File: config.mk
export PLATFORM = sky130hd
export DESIGN_NAME = regfile_multiport_flat
export DESIGN_NICKNAME = d
export VERILOG_FILES = /design/src/rtl/regfile_multiport_pkg.sv /design/src/rtl/regfile_multiport_if.sv /design/src/rtl/regfile_multiport_clear_seq.sv /design/src/rtl/regfile_multiport.sv /design/src/flat_wrapper.sv
export SDC_FILE = /design/constraint.sdc
export NUM_CORES = 1
export LEC_CHECK = 0
export CAP_MARGIN = 20
export CORE_MARGIN = 5
export CORE_UTILIZATION = 25
export CTS_CLUSTER_DIAMETER = 40
export DETAILED_ROUTE_END_ITERATION = 7
export GPL_TIMING_DRIVEN = 1
export PLACE_DENSITY = 0.38
export SLEW_MARGIN = 20
export SYNTH_ARGS = -nofsm -noshare
export SYNTH_HDL_FRONTEND = slang
export SYNTH_SLANG_ARGS = --single-unit
File: constraint.sdc
create_clock -name clk -period 4 [get_ports clk]
set_input_delay 0.6 -clock clk [delete_from_list [all_inputs] [get_ports clk]]
set_output_delay 0.6 -clock clk [all_outputs]
set_load 0.01 [all_outputs]
File: src/rtl/regfile_multiport_pkg.sv
// Shared definitions for the register file: default sizes, clear-sequencer
// state type and the address-width helper.
package regfile_pkg;

  localparam int DEF_XLEN  = 32;
  localparam int DEF_NREGS = 32;

  typedef enum logic {
    RF_CLEAR = 1'b0,
    RF_RUN   = 1'b1
  } rf_state_e;

  // Address width for a power-of-two register count (at least one bit).
  function automatic int addrWidth(input int nregs);
    return (nregs <= 2) ? 1 : $clog2(nregs);
  endfunction

endpackage

File: src/rtl/regfile_multiport_if.sv
// Bus between decode/writeback and the register file: one write port,
// NREAD flattened read ports and the status outputs.
interface regfile_multiport_if #(
  parameter int XLEN  = 32,
  parameter int AW    = 5,
  parameter int NREAD = 2
) ();

  logic                  write;
  logic [AW-1:0]         wr_addr;
  logic [XLEN-1:0]       wr_data;
  logic [NREAD*AW-1:0]   rd_addr;
  logic [NREAD*XLEN-1:0] rd_data;
  logic                  ready;
  logic                  wr_drop;

  modport master (
    output write, wr_addr, wr_data, rd_addr,
    input  rd_data, ready, wr_drop
  );

  modport slave (
    input  write, wr_addr, wr_data, rd_addr,
    output rd_data, ready, wr_drop
  );

endinterface

File: src/rtl/regfile_multiport_clear_seq.sv
// Post-reset clear sequencer: walks every register index once, then
// reports ready and stays in RUN until the next reset.
module regfile_clear_seq
  import regfile_pkg::*;
#(
  parameter  int NREGS = DEF_NREGS,
  localparam int AW    = addrWidth(NREGS)
) (
  input  logic          clk,
  input  logic          reset,
  output logic          clr_active,
  output logic [AW-1:0] clr_idx,
  output logic          ready
);

  rf_state_e state;

  assign clr_active = (state == RF_CLEAR);

  // State, clear index and ready flag; a reset at any point restarts at index 0.
  always_ff @(posedge clk) begin
    if (reset) begin
      state   <= RF_CLEAR;
      clr_idx <= '0;
      ready   <= 1'b0;
    end else if (state == RF_CLEAR) begin
      clr_idx <= clr_idx + 1'b1;
      if (clr_idx == AW'(NREGS - 1)) begin
        state <= RF_RUN;
        ready <= 1'b1;
      end
    end
  end

endmodule

File: src/rtl/regfile_multiport.sv
// Multi-read-port CPU register file with a single write port, registered
// reads, optional write-first forwarding, optional hard-wired zero register
// and a sequenced clear after reset.
module regfile_multiport
  import regfile_pkg::*;
#(
  parameter  int XLEN     = DEF_XLEN,
  parameter  int NREGS    = DEF_NREGS,
  parameter  int NREAD    = 2,
  parameter  int BYPASS   = 1,
  parameter  int ZERO_REG = 1,
  localparam int AW       = addrWidth(NREGS)
) (
  input logic               clk,
  input logic               reset,
  regfile_multiport_if.slave bus
);

  logic [XLEN-1:0]       mem [NREGS];
  logic                  clrActive;
  logic [AW-1:0]         clrIdx;
  logic                  memWe;
  logic [AW-1:0]         memAddr;
  logic [XLEN-1:0]       memData;
  logic [AW-1:0]         ra;
  logic [NREAD*XLEN-1:0] rdNext;

  regfile_clear_seq #(.NREGS(NREGS)) u_clear (
    .clk       (clk),
    .reset     (reset),
    .clr_active(clrActive),
    .clr_idx   (clrIdx),
    .ready     (bus.ready)
  );

  // Write-port mux: the clear sequencer owns the port until RUN.
  always_comb begin
    memWe   = 1'b0;
    memAddr = bus.wr_addr;
    memData = bus.wr_data;
    if (!reset) begin
      if (clrActive) begin
        memWe   = 1'b1;
        memAddr = clrIdx;
        memData = '0;
      end else if (bus.write && !(ZERO_REG != 0 && bus.wr_addr == '0)) begin
        memWe = 1'b1;
      end
    end
  end

  // Single-write-port storage array.
  always_ff @(posedge clk) begin
    if (memWe) mem[memAddr] <= memData;
  end

  // Next read data per port; the zero-register test precedes forwarding so
  // a write to x0 can never leak onto a read of x0.
  always_comb begin
    rdNext = '0;
    ra     = '0;
    for (int unsigned k = 0; k < NREAD; k++) begin
      ra = bus.rd_addr[k*AW +: AW];
      if (ZERO_REG != 0 && ra == '0)
        rdNext[k*XLEN +: XLEN] = '0;
      else if (BYPASS != 0 && bus.write && bus.wr_addr == ra)
        rdNext[k*XLEN +: XLEN] = bus.wr_data;
      else
        rdNext[k*XLEN +: XLEN] = mem[ra];
    end
  end

  // Registered read data, forced to zero during reset and clear.
  always_ff @(posedge clk) begin
    if (reset || clrActive) bus.rd_data <= '0;
    else                    bus.rd_data <= rdNext;
  end

  // One-cycle flag for a write that arrived while the clear was running.
  always_ff @(posedge clk) begin
    if (reset) bus.wr_drop <= 1'b0;
    else       bus.wr_drop <= clrActive && bus.write;
  end

endmodule
File: src/flat_wrapper.sv
// flat-port wrapper written by rule: the top's interface ports become plain ports
module regfile_multiport_flat import regfile_pkg::*;
#(
  parameter  int XLEN     = DEF_XLEN,
  parameter  int NREGS    = DEF_NREGS,
  parameter  int NREAD    = 2,
  parameter  int BYPASS   = 1,
  parameter  int ZERO_REG = 1,
  localparam int AW       = addrWidth(NREGS)
)
  (clk, reset, bus_write, bus_wr_addr, bus_wr_data, bus_rd_addr, bus_rd_data, bus_ready, bus_wr_drop);
  regfile_multiport_if #(.XLEN(XLEN), .NREAD(NREAD)) bus_i ();
  input logic clk;
  input logic reset;
  input wire logic [$bits(bus_i.write)-1:0] bus_write;
  input wire logic [$bits(bus_i.wr_addr)-1:0] bus_wr_addr;
  input wire logic [$bits(bus_i.wr_data)-1:0] bus_wr_data;
  input wire logic [$bits(bus_i.rd_addr)-1:0] bus_rd_addr;
  output wire logic [$bits(bus_i.rd_data)-1:0] bus_rd_data;
  output wire logic [$bits(bus_i.ready)-1:0] bus_ready;
  output wire logic [$bits(bus_i.wr_drop)-1:0] bus_wr_drop;
  assign bus_i.write = bus_write;
  assign bus_i.wr_addr = bus_wr_addr;
  assign bus_i.wr_data = bus_wr_data;
  assign bus_i.rd_addr = bus_rd_addr;
  assign bus_rd_data = bus_i.rd_data;
  assign bus_ready = bus_i.ready;
  assign bus_wr_drop = bus_i.wr_drop;
  regfile_multiport #(.XLEN(XLEN), .NREGS(NREGS), .NREAD(NREAD), .BYPASS(BYPASS), .ZERO_REG(ZERO_REG)) u_core (.clk(clk), .reset(reset), .bus(bus_i));
endmodule
==> run summary <==
Endpoints failing setup -> 0
Final worst-path cycle share -> 82.4%
Reg2reg start -> u_core.u_clear.state$_SDFF_PP0_
Hold wc startpoint -> bus_wr_data[27]
Yosys Warn Count -> 0
R2R setup slack -> 0.70 ns
Synth Flop Type -> edfxtp_1
CTS root buffer -> clkbuf_16
Met1 usage -> 25.1%
Critical Path End -> u_core.bus.rd_data[0]$_SDFF_PP0_
Chip width -> 458 um
Die area -> 210000 um^2
Layout Utilization -> 31.8%
Crit-path max FO -> 25
Static Leakage -> 22.2 nW
Status -> finished clean
M2 GR Usage -> 33.3%
Post-synthesis register bit count -> 1096
Routed Wire Length -> 207 mm
Dpl cell area -> 56700 um^2
Worst-Margin Slew -> 0.968 ns
Remaining Overflow, GRT -> 0
H-tree depth -> 4
Clock skew -> 0.0297 ns
Die span in y -> 458 um
TritonCTS Buffers -> 201
Critical path cell sequence -> or2_2 -> buf_4 -> o221ai_1 -> a222oi_1 -> a21o_2 -> buf_4 -> o22ai_1
Core Rows -> 164
Grt peak-use layer -> met2
Mapped cell area -> 50200 um^2
Setup Fix Bufs, Post-CTS -> 0
Maxcap violations -> 0
Maximum clock frequency -> 0.303 GHz
Core ar. -> 200000 um^2
Final Hold Slack -> 0.442 ns
Total Neg Setup Slack -> 0 ns
Top cells by count, synth -> edfxtp_1 (1024), mux2i_1 (642), a22oi_1 (224), mux4_2 (192), clkbuf_1 (119)
DR pass1 iterations -> 7
DR iter-0 viols -> 2460
DRC viols -> 0
Worst hold-check path type -> primary input to flip-flop
FF-to-FF End -> u_core.bus.rd_data[0]$_SDFF_PP0_
Power density cells -> 507 nW/um^2
Top delay family on crit path -> compound AO/OA/AOI/OAI gates
Critical path buffers and inverters -> 2
CTS tree -> yes
Ranking of synthesized cells by area -> edfxtp_1 (61%), mux2i_1 (13%), mux4_2 (8.6%)
Grt met3 use -> 2.45%
Critical path launch point type -> flip-flop
Slew Limit Fails -> 0
Hpwl dp -> 126 mm
Via-to-Cell Ratio -> 5.14
Vias in the first global route -> 33.5k
Non-Filler Instances -> 6249
DP Cell Count -> 5868
Sequential area share after synthesis -> 64.1%
CTS resizes -> 0
RSZ-0062 raised after global routing -> no
Routability cong. -> 0.773
Mapped Nets -> 3161
Worst slew margin -> 35.2%
Hold buffers post-CTS -> 0
DR WL/cell -> 33.2 um
Io pins -> 116
CP Class -> flip-flop to flip-flop
Critical Path Source -> u_core.u_clear.state$_SDFF_PP0_
Area share of the largest cell type after synthesis -> 61.2%
CP required -> 4.68 ns
Fin crit period -> 3.30 ns
Cell variety after synth -> 48
Post-route cell area -> 63500 um^2
Nets -> 3467
Ys async rst share -> 0%
Cells after Synth -> 3109
Arr. time, crit path -> 3.98 ns
Final hold violation count -> 0
Critical Path Max Stage Delay -> 0.83 ns
Initial antenna violation count -> 3
Clk sinks -> 1096
Max Root-Sink Buffers -> 3
Yosys top cell by area -> edfxtp_1
Crit. End Element -> flip-flop
ANT nets after route -> 0
Port bufs -> 115
Initial core utilization -> 25.1%
Avg Cell Area, Syn -> 16.2 um^2
Pin count of the biggest net entering global routing -> 62
DR vias -> 32.1k
GRT Overall Usage -> 19.2%
EDFF count, synth -> 1024
Most used cell, CP -> buf_4
Layout overhead on the synthesized area -> 26.5%
Most common cell in the netlist -> edfxtp_1
Worst-Skew Late Latency -> 0.83 ns
Max rail drop VDD -> 369 uV
Worst reg-to-reg path cell count -> 7
CP max stage cell -> dfxtp_1
First-pass GRT wire length -> 281 mm
CP Depth -> 7
Share of layout cells above drive strength 1 -> 23.7%
Clock-pin transition on the worst setup and hold timing paths -> 0.05 ns
-- worst register-to-register path, delay by kind of cell, from the launching register on --
kind / cells / cell delay (ns)
AO/OA/AOI/OAI: 4 / 1.37
buffers and inverters: 2 / 0.69
flip-flops: 1 / 0.83
AND/OR/NAND/NOR: 1 / 0.29
-- area by class of cell --
cell class                 instances  area, um^2
antenna                            2        5.00
clock buffer                     229        5220
clock inverter                   150        1630
fill                           19600      136000
inverter                          41         154
multi-input combinational       1723       17200
sequential                      1096       32200
tap                             2656        3320
timing repair buffer             352        3850
-- cells by family (layout without fill, tap and decap cells) --
family          count (synthesis)  in the layout  synth area share, %
compound gates                586            586                 8.91
xor+xnor                        6              6                0.105
fa+ha+maj                       2              2               0.0498
buf+inv                       290            772                 2.46
flops                        1096           1096                 64.1
mux                           835            835                 21.4
other cells                     0              2                    0
simple gates                  294            294                 2.94
-- stage by stage --
stage,setup slack (ns),power (mW)
after floorplan,0.714,14.2
after global placement,0.238,15.4
after detailed placement,0.219,15.4
after CTS,0.745,32.6
after global routing,0.602,33.3
final,0.704,32.2
-- cell usage in the layout, fill, tap and decap left out, types with 32 or more instances in the layout --
| cell type | n |
|---|---|
| a221oi_1 | 114 |
| a22o_1 | 48 |
| a22oi_1 | 224 |
| a31oi_1 | 48 |
| and3_1 | 50 |
| buf_12 | 73 |
| buf_4 | 164 |
| clkbuf_16 | 203 |
| clkdlybuf4s50_1 | 109 |
| clkinv_1 | 32 |
| clkinv_2 | 40 |
| dfxtp_1 | 72 |
| edfxtp_1 | 1024 |
| inv_1 | 41 |
| mux2i_1 | 642 |
| mux4_2 | 192 |
| nand2_1 | 90 |
| nand3_1 | 45 |
| nor2_4 | 36 |
| o21ai_0 | 72 |
| o22ai_1 | 35 |
-- power breakdown --
part | switching [mW] | internal, mW | total (mW) | leakage (nW)
sequential | 0.0446 | 12.7 | 12.7 | 9.95
combinational | 1.57 | 0.837 | 2.41 | 8.89
clock | 6.07 | 11.0 | 17.1 | 3.32
total | 7.68 | 24.6 | 32.2 | 22.2
-- worst min-delay path by stage --
| stage | end | slack, ns | depth (start not counted) |
|---|---|---|---|
| 6_report | u_core.bus.rd_data[59]$_SDFF_PP0_ | 0.44 | 3 |
| 5_1_grt | u_core.bus.rd_data[59]$_SDFF_PP0_ | 0.42 | 3 |
| 4_1_cts | u_core.bus.rd_data[59]$_SDFF_PP0_ | 0.37 | 3 |
| 3_5_place_dp | u_core.u_clear.clr_idx[4]$_SDFFE_PP0N_ | 0.55 | 2 |
| 3_3_place_gp | u_core.u_clear.clr_idx[4]$_SDFFE_PP0N_ | 0.53 | 2 |
| 2_1_floorplan | u_core.u_clear.clr_idx[3]$_SDFFE_PP0N_ | 0.50 | 2 |
-- flip-flops by register name (all words and copies together), names as in the netlist --
register / count
u_core.u_clear.ready: 1
u_core.bus.wr_drop: 1
u_core.bus.rd_data: 64
u_core.u_clear.clr_idx: 5
u_core.u_clear.state: 1
u_core.mem: 1024
-- per-layer routing --
metal,part of all wire (%),wire (um)
met1,44,90300
met2,50,103000
met3,3.7,7720
met4,3.0,6250
met5,0,0
No activity file was read; power rests on OpenSTA's default activity.
